[src/rtl/mem_bus_arbiter_pkg.sv]
// Shared types for the instruction/data memory port arbiter.
package mem_bus_arbiter_pkg;

    typedef enum logic [1:0] {
        IDLE,
        GRANT_I,
        GRANT_D
    } arb_state_t;

    localparam logic [2:0] SIZE_WORD = 3'b010;
    localparam int REQ_ADDR_W = 64;

    // Widest supported address; narrower ADDR_W values are zero-extended in.
    typedef struct packed {
        logic [REQ_ADDR_W-1:0] addr;
        logic [2:0]            size;
        logic [7:0]            strobe;
        logic [63:0]           wdata;
    } mem_req_t;

endpackage

[src/rtl/mem_bus_arbiter_starve_counter.sv]
// Saturating count of data grants taken while an instruction request waits.
module arb_starve_counter #(
    parameter int LIMIT = 4
) (
    input  logic clk,
    input  logic reset,
    input  logic clear,
    input  logic incr,
    output logic at_limit
);

    localparam int W = (LIMIT < 1) ? 1 : $clog2(LIMIT + 1);
    localparam logic [W-1:0] MAX = W'(LIMIT);

    logic [W-1:0] count;

    always_ff @(posedge clk or negedge reset) begin
        if (!reset) begin
            count <= '0;
        end else if (clear) begin
            count <= '0;
        end else if (incr && count != MAX) begin
            count <= count + 1'b1;
        end
    end

    assign at_limit = (count == MAX);

endmodule

[src/rtl/mem_bus_arbiter.sv]
// Shares one memory port between instruction fetch and data channels,
// data first, with a bound on how long instruction fetch can starve.
module mem_bus_arbiter
    import mem_bus_arbiter_pkg::*;
#(
    parameter int ADDR_W       = 64,
    parameter int STARVE_LIMIT = 4
) (
    input  logic              clk,
    input  logic              reset,
    input  logic              i_valid,
    input  logic [ADDR_W-1:0] i_addr,
    output logic              i_data_ok,
    output logic [31:0]       i_data,
    input  logic              d_valid,
    input  logic [ADDR_W-1:0] d_addr,
    input  logic [2:0]        d_size,
    input  logic [7:0]        d_strobe,
    input  logic [63:0]       d_wdata,
    output logic              d_data_ok,
    output logic [63:0]       d_rdata,
    output logic              m_valid,
    output logic [ADDR_W-1:0] m_addr,
    output logic [2:0]        m_size,
    output logic [7:0]        m_strobe,
    output logic [63:0]       m_wdata,
    input  logic              m_data_ok,
    input  logic [63:0]       m_rdata
);

    arb_state_t state;
    mem_req_t   req;

    logic idle;
    logic at_limit;
    logic grant_i;
    logic grant_d;
    logic cnt_clear;
    logic cnt_incr;

    assign idle    = (state == IDLE);
    assign grant_i = idle && i_valid && (!d_valid || at_limit);
    assign grant_d = idle && d_valid && !grant_i;

    // A data grant only counts as starvation when fetch is also waiting.
    assign cnt_clear = idle && (!i_valid || grant_i);
    assign cnt_incr  = grant_d && i_valid;

    arb_starve_counter #(
        .LIMIT(STARVE_LIMIT)
    ) u_starve (
        .clk     (clk),
        .reset   (reset),
        .clear   (cnt_clear),
        .incr    (cnt_incr),
        .at_limit(at_limit)
    );

    always_ff @(posedge clk or negedge reset) begin
        if (!reset) begin
            state   <= IDLE;
            m_valid <= 1'b0;
            req     <= '0;
        end else begin
            unique case (state)
                IDLE: begin
                    if (grant_i) begin
                        state   <= GRANT_I;
                        m_valid <= 1'b1;
                        req     <= '{addr:   REQ_ADDR_W'(i_addr),
                                     size:   SIZE_WORD,
                                     strobe: 8'h00,
                                     wdata:  64'h0};
                    end else if (grant_d) begin
                        state   <= GRANT_D;
                        m_valid <= 1'b1;
                        req     <= '{addr:   REQ_ADDR_W'(d_addr),
                                     size:   d_size,
                                     strobe: d_strobe,
                                     wdata:  d_wdata};
                    end
                end
                GRANT_I, GRANT_D: begin
                    if (m_data_ok) begin
                        state   <= IDLE;
                        m_valid <= 1'b0;
                    end
                end
                default: begin
                    state   <= IDLE;
                    m_valid <= 1'b0;
                end
            endcase
        end
    end

    assign m_addr   = req.addr[ADDR_W-1:0];
    assign m_size   = req.size;
    assign m_strobe = req.strobe;
    assign m_wdata  = req.wdata;

    assign i_data_ok = (state == GRANT_I) && m_data_ok;
    assign d_data_ok = (state == GRANT_D) && m_data_ok;

    assign i_data  = !i_data_ok ? 32'h0 :
                     req.addr[2] ? m_rdata[63:32] : m_rdata[31:0];
    assign d_rdata = d_data_ok ? m_rdata : 64'h0;

endmodule
[config.mk]
export PLATFORM = sky130hd
export DESIGN_NAME = mem_bus_arbiter
export DESIGN_NICKNAME = d
export VERILOG_FILES = /design/src/rtl/mem_bus_arbiter_pkg.sv /design/src/rtl/mem_bus_arbiter_starve_counter.sv /design/src/rtl/mem_bus_arbiter.sv
export SDC_FILE = /design/constraint.sdc
export NUM_CORES = 1
export LEC_CHECK = 0
export BUFFER_PORTS_ARGS = -buffer_cell sky130_fd_sc_hd__buf_2
export CAP_MARGIN = 20
export CORE_AREA = 2 2 199 201
export CTS_CLUSTER_DIAMETER = 60
export DETAILED_ROUTE_END_ITERATION = 16
export DIE_AREA = 0 0 201 203
export PLACE_DENSITY_LB_ADDON = 0.2
export SLEW_MARGIN = 30
export SYNTH_ARGS = -nofsm -noshare
export SYNTH_HDL_FRONTEND = slang
export SYNTH_SLANG_ARGS = --single-unit
[constraint.sdc]
create_clock -name clk -period 4.5 [get_ports clk]
set_input_delay 0.45 -clock clk [delete_from_list [all_inputs] [get_ports clk]]
set_output_delay 0.45 -clock clk [all_outputs]
set_load 0.03 [all_outputs]
==> Implementation_results.wiki, run 1 <==
{| class="wikitable"
! Metric !! Value
|-
| Outcome || completed
|-
| Element type at the critical path start || flop
|-
| Row Count || 72
|-
| Number of iterations in the first detailed-routing pass || 4
|-
| Total wirelength of the detailed-routed design || 32300 um
|-
| Warning count from the yosys run || 0
|-
| Clock buffer depth || 2
|-
| Worst-Skew Late Latency || 0.44 ns
|-
| Final Core Density || 27.7%
|-
| Leak || 5.74 nW
|-
| Layout overhead on the synthesized area || 50.3%
|-
| Cell with the largest stage delay on the worst path || dfrtp_2
|-
| Post-detailed-route via-to-cell ratio || 4.43
|-
| Max Slew Vio Count || 0
|-
| Quantity of gates resized following cts || 0
|-
| H-tree depth reported by CTS || 4
|-
| ANT nets after route || 0
|-
| Post-route worst setup slack || 1.82 ns
|-
| CTS tree || yes
|-
| Largest stage delay on the critical path || 0.93 ns
|-
| Global Route Usage Sum || 15.1%
|-
| Count of hold buffers inserted by post-cts repair || 0
|-
| Reg2reg setup slack || 1.90 ns
|-
| Net count of the finished layout || 1464
|-
| Number of flip-flops and latches in the synthesized netlist || 145
|-
| Clk root buf || clkbuf_16
|-
| Wire length on met1 || ~13000 um
|-
| Transition time of the tightest slew-check pin || between 0.9 and 1 ns
|-
| Sequential-to-total area share from yosys stat || 51.2%
|-
| Crit path DAT || 2.23 ns
|-
| Core outline area || 38500 um^2
|-
| Maxcap violations || 0
|-
| Sum of met2 wire segment lengths after detailed routing || 16300 um
|-
| Relative slew slack || 37.7%
|-
| Power density over the cells || 809 nW/um^2
|-
| Achievable Freq || 0.374 GHz
|-
| Number of distinct library cells after synthesis || 29
|-
| Max Used Layer || met4
|-
| Critical path cell sequence || buf_4 -> mux2i_1 -> nor2_1 -> buf_2
|-
| Number of setup violations in the final report || 0
|-
| Antenna violations before repair || 4
|-
| Filler Cells Inserted || 4234
|-
| Final setup skew || 0.00756 ns
|-
| Metal3 WL || 1970 um
|-
| Clk slew on worst S/H paths || about 0.070 ns
|-
| Die X || 201 um
|-
| Setup crit end kind || primary output
|-
| Setup_tns || 0 ns
|-
| Setup repair after global routing missed its margin || no
|-
| Starting density of the core || roughly 18%
|-
| Average footprint of a synthesized cell || 9.79 um^2
|-
| Number of sinks driven by the clock tree || ~150
|-
| Hold Path Class || primary input to async pin
|-
| DRC violation total after the first TritonRoute iteration || just under 500
|-
| Required time reported for the critical path endpoint || 4.05 ns
|-
| Global-route wire length before repair || 47300 um
|-
| Total CTS buffers || 17
|-
| Aggregate global routing overflow || 0
|-
| Biggest fanout along the worst timing path || 27
|-
| Total I/O pin count || 510
|-
| Largest net degree at the start of global routing || 104
|-
| Number of post-CTS setup repair buffers || 0
|-
| Instance count of the mapped netlist || 724
|-
| Total die area || 40800 um^2
|-
| IR Drop Worst-Case VDD || 0.333 mV
|-
| Post-Syn Area || 7090 um^2
|-
| Mean routed wirelength per cell || 18.8 um
|-
| Most common cell after layout, fill and taps aside || buf_2
|-
| Number of global-route vias before repair || 7434
|-
| Share of final-layout standard cells stronger than drive strength 1 || 47.0%
|-
| Number of DRC violations after detailed routing || 0
|-
| Final estimated routing congestion in global placement || 0.838
|-
| Final hold violations || 0
|-
| Die H || 203 um
|-
| Sequential cell area in the final layout || between 3000 and 4000 um^2
|-
| Combined area of the multi-input logic cells || 3070 um^2
|-
| Final critical-path required period || between 2 and 3 ns
|-
| Via count || 7616
|-
| Critical path class || flop to primary output
|-
| Port Buffer Count || around 510
|-
| Tcrit/Tclk final || just under 60%
|-
| Commonest cells after routing, fill and taps aside || buf_2 (508), dfrtp_1 (144), nor2_1 (97)
|-
| DP Worst Slack || 1.92 ns
|-
| Synthesized Nets || 1002
|-
| Half-perimeter wire length after detailed placement || 23100 um
|}
[routing by layer]
metal	GRT usage [%]	vias to the layer above
met4	4.71	0
li1	-	3577
met2	25.8	291
met1	18.8	3718
met5	0	-
met3	3.71	30
[flip-flops by register name (all words and copies together) (netlist names)]
signal and flops:
m_addr 64, m_size 3, m_strobe 8, m_valid 1
m_wdata 64, state 2, u_starve.count 3
[report_power, final]
part / internal (W) / switching (W) / leakage (nW)
clock: 0.000833 / 0.000659 / 0.277
combinational: 0.00146 / 0.00330 / 3.72
sequential: 0.00196 / 0.000417 / 1.75
[cell usage after synthesis]
cell,n,area (um^2)
o21a_1,1,7.51
a21boi_2,1,11.3
nor2b_1,1,6.26
clkbuf_1,35,131
ha_1,6,75.1
nand2b_1,1,6.26
buf_2,34,170
buf_6,6,67.6
a31oi_1,65,407
and2_1,2,12.5
a21oi_1,64,320
o21ai_0,25,125
o21ai_1,40,200
o21ai_2,1,8.76
nand3_1,3,15.0
nand2_1,7,26.3
o22a_1,1,8.76
nor2_1,97,364
inv_1,5,18.8
dfrtp_1,145,3630
buf_4,5,37.5
mux2i_1,33,330
o2bb2ai_1,2,17.5
o22ai_1,1,6.26
a21bo_2,1,10.0
a21boi_0,1,7.51
a21o_1,2,15.0
a22o_1,74,648
and3_1,65,407
[metrics by stage]
step                power (W)  cells  area [um^2]  hold WS [ns]
finish                0.00862   1719        10700        0.0146
global route          0.00917   1719        10700        0.0693
CTS                   0.00876   1717        10700        0.0554
detailed placement    0.00721   1685        10100         0.482
global placement      0.00716   1684        10000         0.472
floorplan             0.00564    724         7090         0.154
[final timing paths]
| path | to | start | depth (start not counted) |
|---|---|---|---|
| min in group clk | m_wdata[34] | d_wdata[34] | 2 |
| hold reg to reg | m_wdata[11] | m_wdata[11] | 1 |
| max in group asynchronous | m_addr[14] | reset | 2 |
| setup reg to reg | m_addr[47] | state[0] | 6 |
| hold / removal | m_wdata[7] | reset | 1 |
| setup / recovery | i_data[8] | m_addr[2] | 4 |
[area by class of cell]
| cell class | instances | area share, % |
|---|---|---|
| antenna | 2 | 0.0470 |
| clock buffer | 17 | 3.99 |
| clock inverter | 15 | 1.62 |
| inverter | 5 | 0.176 |
| multi-input combinational | 494 | 28.8 |
| sequential | 145 | 34.1 |
| tap | 518 | 6.08 |
| timing repair buffer | 523 | 25.3 |
[kinds of logic after synthesis]
| logic type | count (synthesis) | share of synthesized area (%) |
|---|---|---|
| buffers and inverters | 85 | 6.00 |
| adders and majority gates | 6 | 1.06 |
| AOI/OAI and AO/OA | 279 | 25.3 |
| and+or+nand+nor | 176 | 11.8 |
| muxes | 33 | 4.66 |
| DFF | 145 | 51.2 |
[critical path: cells and delay by family, from the launching register on]
kind	cells	cell delay, ns
DFF	1	0.93
buffers and inverters	2	0.54
muxes	1	0.21
and+or+nand+nor	1	0.06
No activity file was read; power rests on OpenSTA's default activity.
==> inputs of run 2 (changes only) <==
--- a/config.mk
+++ b/config.mk
@@ -5,6 +5,7 @@
 export SDC_FILE = /design/constraint.sdc
 export NUM_CORES = 1
 export LEC_CHECK = 0
+export ABC_AREA = 1
 export BUFFER_PORTS_ARGS = -buffer_cell sky130_fd_sc_hd__buf_2
 export CAP_MARGIN = 20
 export CORE_AREA = 2 2 199 201
==> constraint.sdc (replaced) <==
create_clock -name clk -period 2.1 [get_ports clk]
set_input_delay 0.21 -clock clk [delete_from_list [all_inputs] [get_ports clk]]
set_output_delay 0.21 -clock clk [all_outputs]
set_load 0.03 [all_outputs]
==> run 2 against run 1 <==
  * Synthesized area increased by 10%
  * Setup slack got worse by 1.8 ns
  * Critical path type unchanged
  * Highest routed layer is now met5
  * Design area increased by 18%
  * Cell count increased by 29%
  * Clock skew increased by 0.0073 ns
==> Implementation_results.wiki, run 2 <==
{| class="wikitable"
! Metric !! Value
|-
| Share of final-layout standard cells stronger than drive strength 1 || 37.5% (was 47.0%)
|-
| Hold path start || d_wdata[56]
|-
| Total CTS buffers || 17 (unchanged)
|-
| Element type at the critical path start || flop (unchanged)
|-
| Number of flops mapped to enable cells by yosys || 0 (unchanged)
|-
| Aggregate global routing overflow || 0 (unchanged)
|-
| Largest stage delay on the critical path || 0.39 ns (was 0.93 ns)
|-
| Max Used Layer || met5 (was met4)
|-
| Max Slew Vio Count || 0 (unchanged)
|-
| Instance count of the mapped netlist || 1130 (was 724)
|-
| Setup crit end kind || primary output (unchanged)
|-
| Clock buffer depth || 2 (unchanged)
|-
| Synthesized Nets || 1408 (was 1002)
|-
| ANT nets after route || 0 (unchanged)
|-
| Relative slew slack || 60.3% (was 37.7%)
|-
| Number of global-route vias before repair || 9267 (was 7434)
|-
| Sum of met2 wire segment lengths after detailed routing || 17900 um (was 16300 um)
|-
| H-tree depth reported by CTS || 4 (unchanged)
|-
| Total die area || 40800 um^2 (unchanged)
|-
| Largest area contributor in the synthesized netlist || dfrtp_1 (unchanged)
|-
| Worst-Skew Late Latency || 0.43 ns (was 0.44 ns)
|-
| Total I/O pin count || 510 (unchanged)
|-
| Power density over the cells || 1490 nW/um^2 (was 809 nW/um^2)
|-
| Via count || 9144 (was 7616)
|-
| Most common cell after layout, fill and taps aside || buf_2 (unchanged)
|-
| Largest net degree at the start of global routing || 66 (was 104)
|-
| Core outline area || 38500 um^2 (unchanged)
|-
| Post-route worst setup slack || 0.00232 ns (was 1.82 ns)
|-
| Number of iterations in the first detailed-routing pass || 5 (was 4)
|-
| Clk slew on worst S/H paths || 0.07 ns (about the same)
|-
| Final estimated routing congestion in global placement || 0.956 (was 0.838)
|-
| DRC violation total after the first TritonRoute iteration || 520 (was 495)
|-
| Total wirelength of the detailed-routed design || 34400 um (was 32300 um)
|-
| Leak || 7.54 nW (was 5.74 nW)
|-
| Number of setup violations in the final report || 0 (unchanged)
|-
| Wire length on met1 || 13400 um (was 13500 um)
|-
| Commonest cells after routing, fill and taps aside || buf_2 (474), nand2_1 (418), inv_1 (199) (was buf_2 (508), dfrtp_1 (144), nor2_1 (97))
|-
| Number of sinks driven by the clock tree || 145 (unchanged)
|-
| Final critical-path required period || 2.10 ns
|-
| Antenna violations before repair || 9 (was 4)
|-
| Maxcap violations || 0 (unchanged)
|-
| Hold Path Class || primary input to flop (was primary input to async pin)
|-
| Tcrit/Tclk final || 99.9%
|-
| Die H || 203 um (unchanged)
|-
| Die X || 201 um (unchanged)
|-
| DP Worst Slack || 0.310 ns (was 1.92 ns)
|-
| Post-Syn Area || 7810 um^2 (was 7090 um^2)
|-
| Net count of the finished layout || 1957 (was 1464)
|-
| Final setup skew || 0.0149 ns (was 0.00756 ns)
|-
| Global Route Usage Sum || 16.0% (was 15.1%)
|-
| CP most frequent cell || inv_2
|-
| Reg2reg setup slack || 0.25 ns (was 1.90 ns)
|-
| IR Drop Worst-Case VDD || 0.568 mV (was 0.333 mV)
|-
| Layout overhead on the synthesized area || 61.2% (was 50.3%)
|-
| Metal3 WL || 2370 um (was 1970 um)
|-
| Most area-consuming cells after synthesis || dfrtp_1 (46%), nand2_1 (20%), inv_1 (9.7%), o21ai_0 (5.8%), nand3_1 (5.1%) (was dfrtp_1 (51%), a22o_1 (9.1%), a31oi_1 (5.7%), and3_1 (5.7%), nor2_1 (5.1%))
|-
| Ys flop type || dfrtp_1 (unchanged)
|-
| Synth top area share || 46.5% (was 51.2%)
|-
| Smallest hold slack || 0.0242 ns (was 0.0146 ns)
|-
| Warning count from the yosys run || 0 (unchanged)
|-
| Critical path class || flop to primary output (unchanged)
|-
| Outcome || completed (unchanged)
|-
| Most frequent cells after synthesis || nand2_1 (421), inv_1 (201), dfrtp_1 (145), o21ai_0 (90), nand3_1 (79) (was dfrtp_1 (145), nor2_1 (97), a22o_1 (74), a31oi_1 (65), and3_1 (65))
|-
| Post-detailed-route via-to-cell ratio || 4.13 (was 4.43)
|-
| Fraction of registers with async set or reset after synthesis || 100% (unchanged)
|-
| Sequential-to-total area share from yosys stat || 46.5% (was 51.2%)
|-
| Global-route wire length before repair || 51300 um (was 47300 um)
|-
| Port Buffer Count || 509 (unchanged)
|-
| Final hold violations || 0 (unchanged)
|-
| Filler Cells Inserted || 4301 (was 4234)
|-
| Worst r2r src || state[1] (was state[0])
|-
| CTS tree || yes (unchanged)
|-
| Achievable Freq || 0.477 GHz
|-
| Crit path DAT || 1.89 ns (was 2.23 ns)
|-
| Cell with the largest stage delay on the worst path || dfrtp_1 (was dfrtp_2)
|-
| Required time reported for the critical path endpoint || 1.89 ns (was 4.05 ns)
|-
| Critical path cell sequence || inv_2 -> ha_4 -> nand2_2 -> inv_2 -> buf_6 -> clkbuf_16 -> o21ai_2 -> a21oi_1 -> buf_4 (was buf_4 -> mux2i_1 -> nor2_1 -> buf_2)
|-
| Half-perimeter wire length after detailed placement || 25300 um (was 23100 um)
|-
| Biggest fanout along the worst timing path || 8 (was 27)
|-
| Clk root buf || clkbuf_16 (unchanged)
|-
| Origin of the worst setup path || state[1] (was m_addr[2])
|-
| Number of flip-flops and latches in the synthesized netlist || 145 (unchanged)
|-
| Average footprint of a synthesized cell || 6.91 um^2 (was 9.79 um^2)
|-
| Most used standard cell by instance count after synthesis || nand2_1 (was dfrtp_1)
|-
| Mean routed wirelength per cell || 15.6 um (was 18.8 um)
|-
| Row Count || 72 (unchanged)
|-
| Number of DRC violations after detailed routing || 0 (unchanged)
|-
| Setup repair after global routing missed its margin || yes (was no)
|-
| Number of distinct library cells after synthesis || 19 (was 29)
|-
| Starting density of the core || 20.3% (was 18.4%)
|-
| Transition time of the tightest slew-check pin || 0.593 ns (was 0.935 ns)
|}
-- run 2: final timing paths --
path | depth (start not counted) | endpoint
min reg2reg | 2 | m_addr[1]
max reg2reg | 9 | m_addr[49]
min | 3 | m_wdata[56]
max | 9 | i_data[27]
max in group asynchronous | 3 | m_wdata[47]
min in group asynchronous | 2 | m_addr[50]
-- run 2: cell families (layout without fill, tap and decap cells) --
kind of cell    Yosys count  count (layout)  synth area share (%)
fa+ha+maj                 6               6                 0.962
simple gates            570             570                  28.7
xor+xnor                  1               1                 0.112
other cells               0               4                     0
flops                   145             145                  46.5
compound gates          135             135                  8.85
buf+inv                 273             835                  14.9
-- run 2: per-stage QoR --
| step | total power [W] | instance area, um^2 | setup TNS (ns) | instances | util [%] |
|---|---|---|---|---|---|
| after floorplan | 0.0116 | 7810 | 0 | 1130 | - |
| after global placement | 0.0152 | 11000 | 0 | 2118 | 28.7 |
| after detailed placement | 0.0153 | 11000 | 0 | 2118 | 28.7 |
| after CTS | 0.0185 | 12200 | -0.218 | 2201 | 31.7 |
| after global routing | 0.0201 | 12600 | -1.37 | 2212 | 32.7 |
| final | 0.0187 | 12600 | 0 | 2214 | 32.7 |
-- run 2: critical path, delay by kind of cell, from the launching register on --
| family | cells | cell delay (ns) |
|---|---|---|
| AND/OR/NAND/NOR | 1 | 0.04 |
| AO/OA/AOI/OAI | 2 | 0.21 |
| flip-flops | 1 | 0.39 |
| buffers and inverters | 5 | 0.69 |
| adder cells (fa/ha/maj) | 1 | 0.13 |
-- run 2: final cells by class --
type                            instances  area [um^2]  area share, %
Clock inverter                         13          116          0.925
Clock buffer                           19          443           3.52
Sequential cell                       145         3630           28.9
Inverter                              203          762           6.05
Antenna cell                            4         10.0         0.0795
Timing Repair Buffer                  600         3780           30.0
Multi-Input combinational cell        712         3200           25.4
Tap cell                              518          648           5.15
-- run 2: what timing repair did --
item                       in CTS  in global routing
cloned                          1                  4
setup buffers                   2                  5
hold buffers                   48                  0
pin swaps                       0                  1
setup endpoints to repair      31                 34
hold endpoints to repair       88                  0
gates resized for setup        34                 91
-- run 2: per-layer routing --
metal,global-route usage (%),up-vias
met5,0,-
met4,5.03,4
met3,4.29,48
met2,29.2,365
met1,18.1,4259
li1,-,4468
-- run 2: report_power, final --
| group | leakage (nW) | switching, W | internal [W] | total (W) |
|---|---|---|---|---|
| Combinational | 5.50 | 0.00750 | 0.00323 | 0.0107 |
| Sequential | 1.78 | 0.000812 | 0.00418 | 0.00499 |
| Clock | 0.264 | 0.00139 | 0.00159 | 0.00298 |
==> inputs of run 3 (changes only) <==
--- a/config.mk
+++ b/config.mk
@@ -8,10 +8,12 @@
 export ABC_AREA = 1
 export BUFFER_PORTS_ARGS = -buffer_cell sky130_fd_sc_hd__buf_2
 export CAP_MARGIN = 20
-export CORE_AREA = 2 2 199 201
+export CELL_PAD_IN_SITES_DETAIL_PLACEMENT = 1
+export CELL_PAD_IN_SITES_GLOBAL_PLACEMENT = 2
+export CORE_UTILIZATION = 19
 export CTS_CLUSTER_DIAMETER = 60
 export DETAILED_ROUTE_END_ITERATION = 16
-export DIE_AREA = 0 0 201 203
+export HOLD_SLACK_MARGIN = 0.02
 export PLACE_DENSITY_LB_ADDON = 0.2
 export SLEW_MARGIN = 30
 export SYNTH_ARGS = -nofsm -noshare
==> run 3 against run 2 <==
  * Utilization decreased by 0.87 points
  * First-iteration DRC count decreased by 45%
  * Critical path depth decreased by 1
  * Critical path type unchanged
  * Critical endpoint is now i_data[17]
  * Largest power group unchanged
  * Highest routed layer unchanged
==> Implementation_results.wiki, run 3 (synthesized netlist as in run 2, its figures left out) <==
{| class="wikitable"
! Metric !! Value
|-
| Outcome || completed (unchanged)
|-
| H-tree depth reported by CTS || 4 (unchanged)
|-
| Filler Cells Inserted || 5098 (was 4301)
|-
| Number of DRC violations after detailed routing || 0 (unchanged)
|-
| Crit path DAT || 1.85 ns (was 1.89 ns)
|-
| Half-perimeter wire length after detailed placement || 27300 um (was 25300 um)
|-
| Total I/O pin count || 510 (unchanged)
|-
| Die X || 205 um (was 201 um)
|-
| Total CTS buffers || 17 (unchanged)
|-
| Total die area || 41900 um^2 (was 40800 um^2)
|-
| Number of global-route vias before repair || 9402 (was 9267)
|-
| Origin of the worst setup path || state[1] (unchanged)
|-
| Setup crit end kind || primary output (unchanged)
|-
| Final estimated routing congestion in global placement || 0.765 (was 0.956)
|-
| Post-detailed-route via-to-cell ratio || 4.07 (was 4.13)
|-
| Maxcap violations || 0 (unchanged)
|-
| Mean routed wirelength per cell || 16.6 um (was 15.6 um)
|-
| Biggest fanout along the worst timing path || 8 (unchanged)
|-
| Most common cell after layout, fill and taps aside || buf_2 (unchanged)
|-
| Port Buffer Count || 509 (unchanged)
|-
| Hold Path Class || primary input to flop (unchanged)
|-
| Clock buffer depth || 2 (unchanged)
|-
| Total wirelength of the detailed-routed design || 37300 um (was 34400 um)
|-
| Leak || 7.65 nW (was 7.54 nW)
|-
| Global-route wire length before repair || 55200 um (was 51300 um)
|-
| Largest net degree at the start of global routing || 56 (was 66)
|-
| Commonest cells after routing, fill and taps aside || buf_2 (473), nand2_1 (418), inv_1 (198) (was buf_2 (474), nand2_1 (418), inv_1 (199))
|-
| Number of iterations in the first detailed-routing pass || 4 (was 5)
|-
| CTS tree || yes (unchanged)
|-
| Final setup skew || 0.00885 ns (was 0.0149 ns)
|-
| Required time reported for the critical path endpoint || 1.89 ns (about the same)
|-
| Transition time of the tightest slew-check pin || 0.456 ns (was 0.593 ns)
|-
| Net count of the finished layout || 1979 (was 1957)
|-
| Via count || 9151 (was 9144)
|-
| Power density over the cells || 1500 nW/um^2 (was 1490 nW/um^2)
|-
| Global Route Usage Sum || 17.3% (was 16.0%)
|-
| Starting density of the core || 19.5% (was 20.3%)
|-
| Final Core Density || 31.9% (was 32.7%)
|-
| Relative slew slack || 69.6% (was 60.3%)
|-
| Worst r2r src || state[1] (unchanged)
|-
| Clk slew on worst S/H paths || 0.06 ns (was 0.07 ns)
|-
| Antenna violations before repair || 14 (was 9)
|-
| Final hold violations || 0 (unchanged)
|-
| Final design area excluding fillers || 12800 um^2 (was 12600 um^2)
|-
| Smallest hold slack || 0.0461 ns (was 0.0242 ns)
|-
| Row Count || 73 (was 72)
|-
| Number of sinks driven by the clock tree || 145 (unchanged)
|-
| Layout overhead on the synthesized area || 63.6% (was 61.2%)
|-
| Die H || 205 um (was 203 um)
|-
| Element type at the critical path start || flop (unchanged)
|-
| Number of setup violations in the final report || 0 (unchanged)
|-
| IR Drop Worst-Case VDD || 0.599 mV (was 0.568 mV)
|-
| Final critical-path required period || 2.06 ns (was 2.10 ns)
|-
| Clk root buf || clkbuf_16 (unchanged)
|-
| Max Slew Vio Count || 0 (unchanged)
|-
| Sequential cell area in the final layout || 3630 um^2 (unchanged)
|-
| Combined area of the multi-input logic cells || 3090 um^2 (was 3200 um^2)
|-
| ANT nets after route || 0 (unchanged)
|-
| Aggregate global routing overflow || 0 (unchanged)
|-
| Tcrit/Tclk final || 97.9% (was 99.9%)
|-
| Standard cell area after detailed placement || 11100 um^2 (was 11000 um^2)
|-
| Critical path class || flop to primary output (unchanged)
|-
| Worst-Skew Late Latency || 0.43 ns (about the same)
|-
| Achievable Freq || 0.486 GHz (was 0.477 GHz)
|-
| Share of final-layout standard cells stronger than drive strength 1 || 34.8% (was 37.5%)
|-
| Core outline area || 40100 um^2 (was 38500 um^2)
|-
| Hold path start || d_wdata[63] (was d_wdata[56])
|-
| Setup repair after global routing missed its margin || yes (unchanged)
|-
| DRC violation total after the first TritonRoute iteration || 288 (was 520)
|}
-- run 3: path summary, 6_finish.rpt --
kind | endpoint | slack, ns | depth (start not counted)
max | i_data[17] | 0.04 | 8
min | m_wdata[63] | 0.05 | 3
max reg2reg | m_strobe[1] | 0.17 | 9
min reg2reg | m_wdata[21] | 0.47 | 2
max in group asynchronous | m_addr[9] | 1.08 | 3
min in group asynchronous | m_wdata[23] | 0.30 | 2
-- run 3: layout make-up --
class / instances / share of cell area [%]
Clock buffer: 20 / 3.58
Multi-Input combinational cell: 712 / 24.2
Antenna cell: 8 / 0.157
Clock inverter: 12 / 1.60
Inverter: 203 / 6.01
Timing Repair Buffer: 622 / 30.9
Tap cell: 525 / 5.14
Sequential cell: 145 / 28.4
-- run 3: metrics by stage --
step / total power, W / worst slack (ns) / TNS [ns] / instances
6_report: 0.0192 / 0.0437 / 0 / 2247
3_3_place_gp: 0.0154 / 0.177 / 0 / 2126
5_1_grt: 0.0206 / -0.0385 / -0.131 / 2247
2_1_floorplan: 0.0116 / 0.286 / 0 / 1130
3_5_place_dp: 0.0155 / 0.0733 / 0 / 2126
4_1_cts: 0.0194 / -0.0770 / -2.16 / 2233
-- run 3: critical path: stages, from the launching register on --
cell and delay [ns]:
dfrtp_1 0.39, inv_2 0.09, ha_4 0.13, nand2_2 0.06
clkinv_4 0.12, buf_16 0.14, o21ai_0 0.09, a21oi_1 0.20
buf_4 0.21
-- run 3: what timing repair did --
action                                  4_1_cts  5_1_grt
pin swaps                                     0        1
endpoints found under the hold margin       111        0
hold buffers                                 74        0
resized for setup                            30       46
endpoints found under the setup margin       86      183
buffers inserted                              0        3
cloned                                        1        3
-- run 3: power by group --
group          internal (W)  total, W  leakage, nW  switching [W]
clock network       0.00218   0.00349        0.313        0.00131
registers           0.00418   0.00499         1.78       0.000802
logic               0.00316    0.0107         5.56        0.00754
total               0.00952    0.0192         7.65        0.00965
-- run 3: metal layers --
| layer | global-route usage (%) | vias up | wire length, um |
|---|---|---|---|
| li1 | - | 4514 | - |
| met1 | 18.8 | 4267 | 14500 |
| met2 | 31.3 | 315 | 19100 |
| met3 | 5.55 | 45 | 2730 |
| met4 | 5.68 | 10 | 855 |
| met5 | 0 | - | 52 |
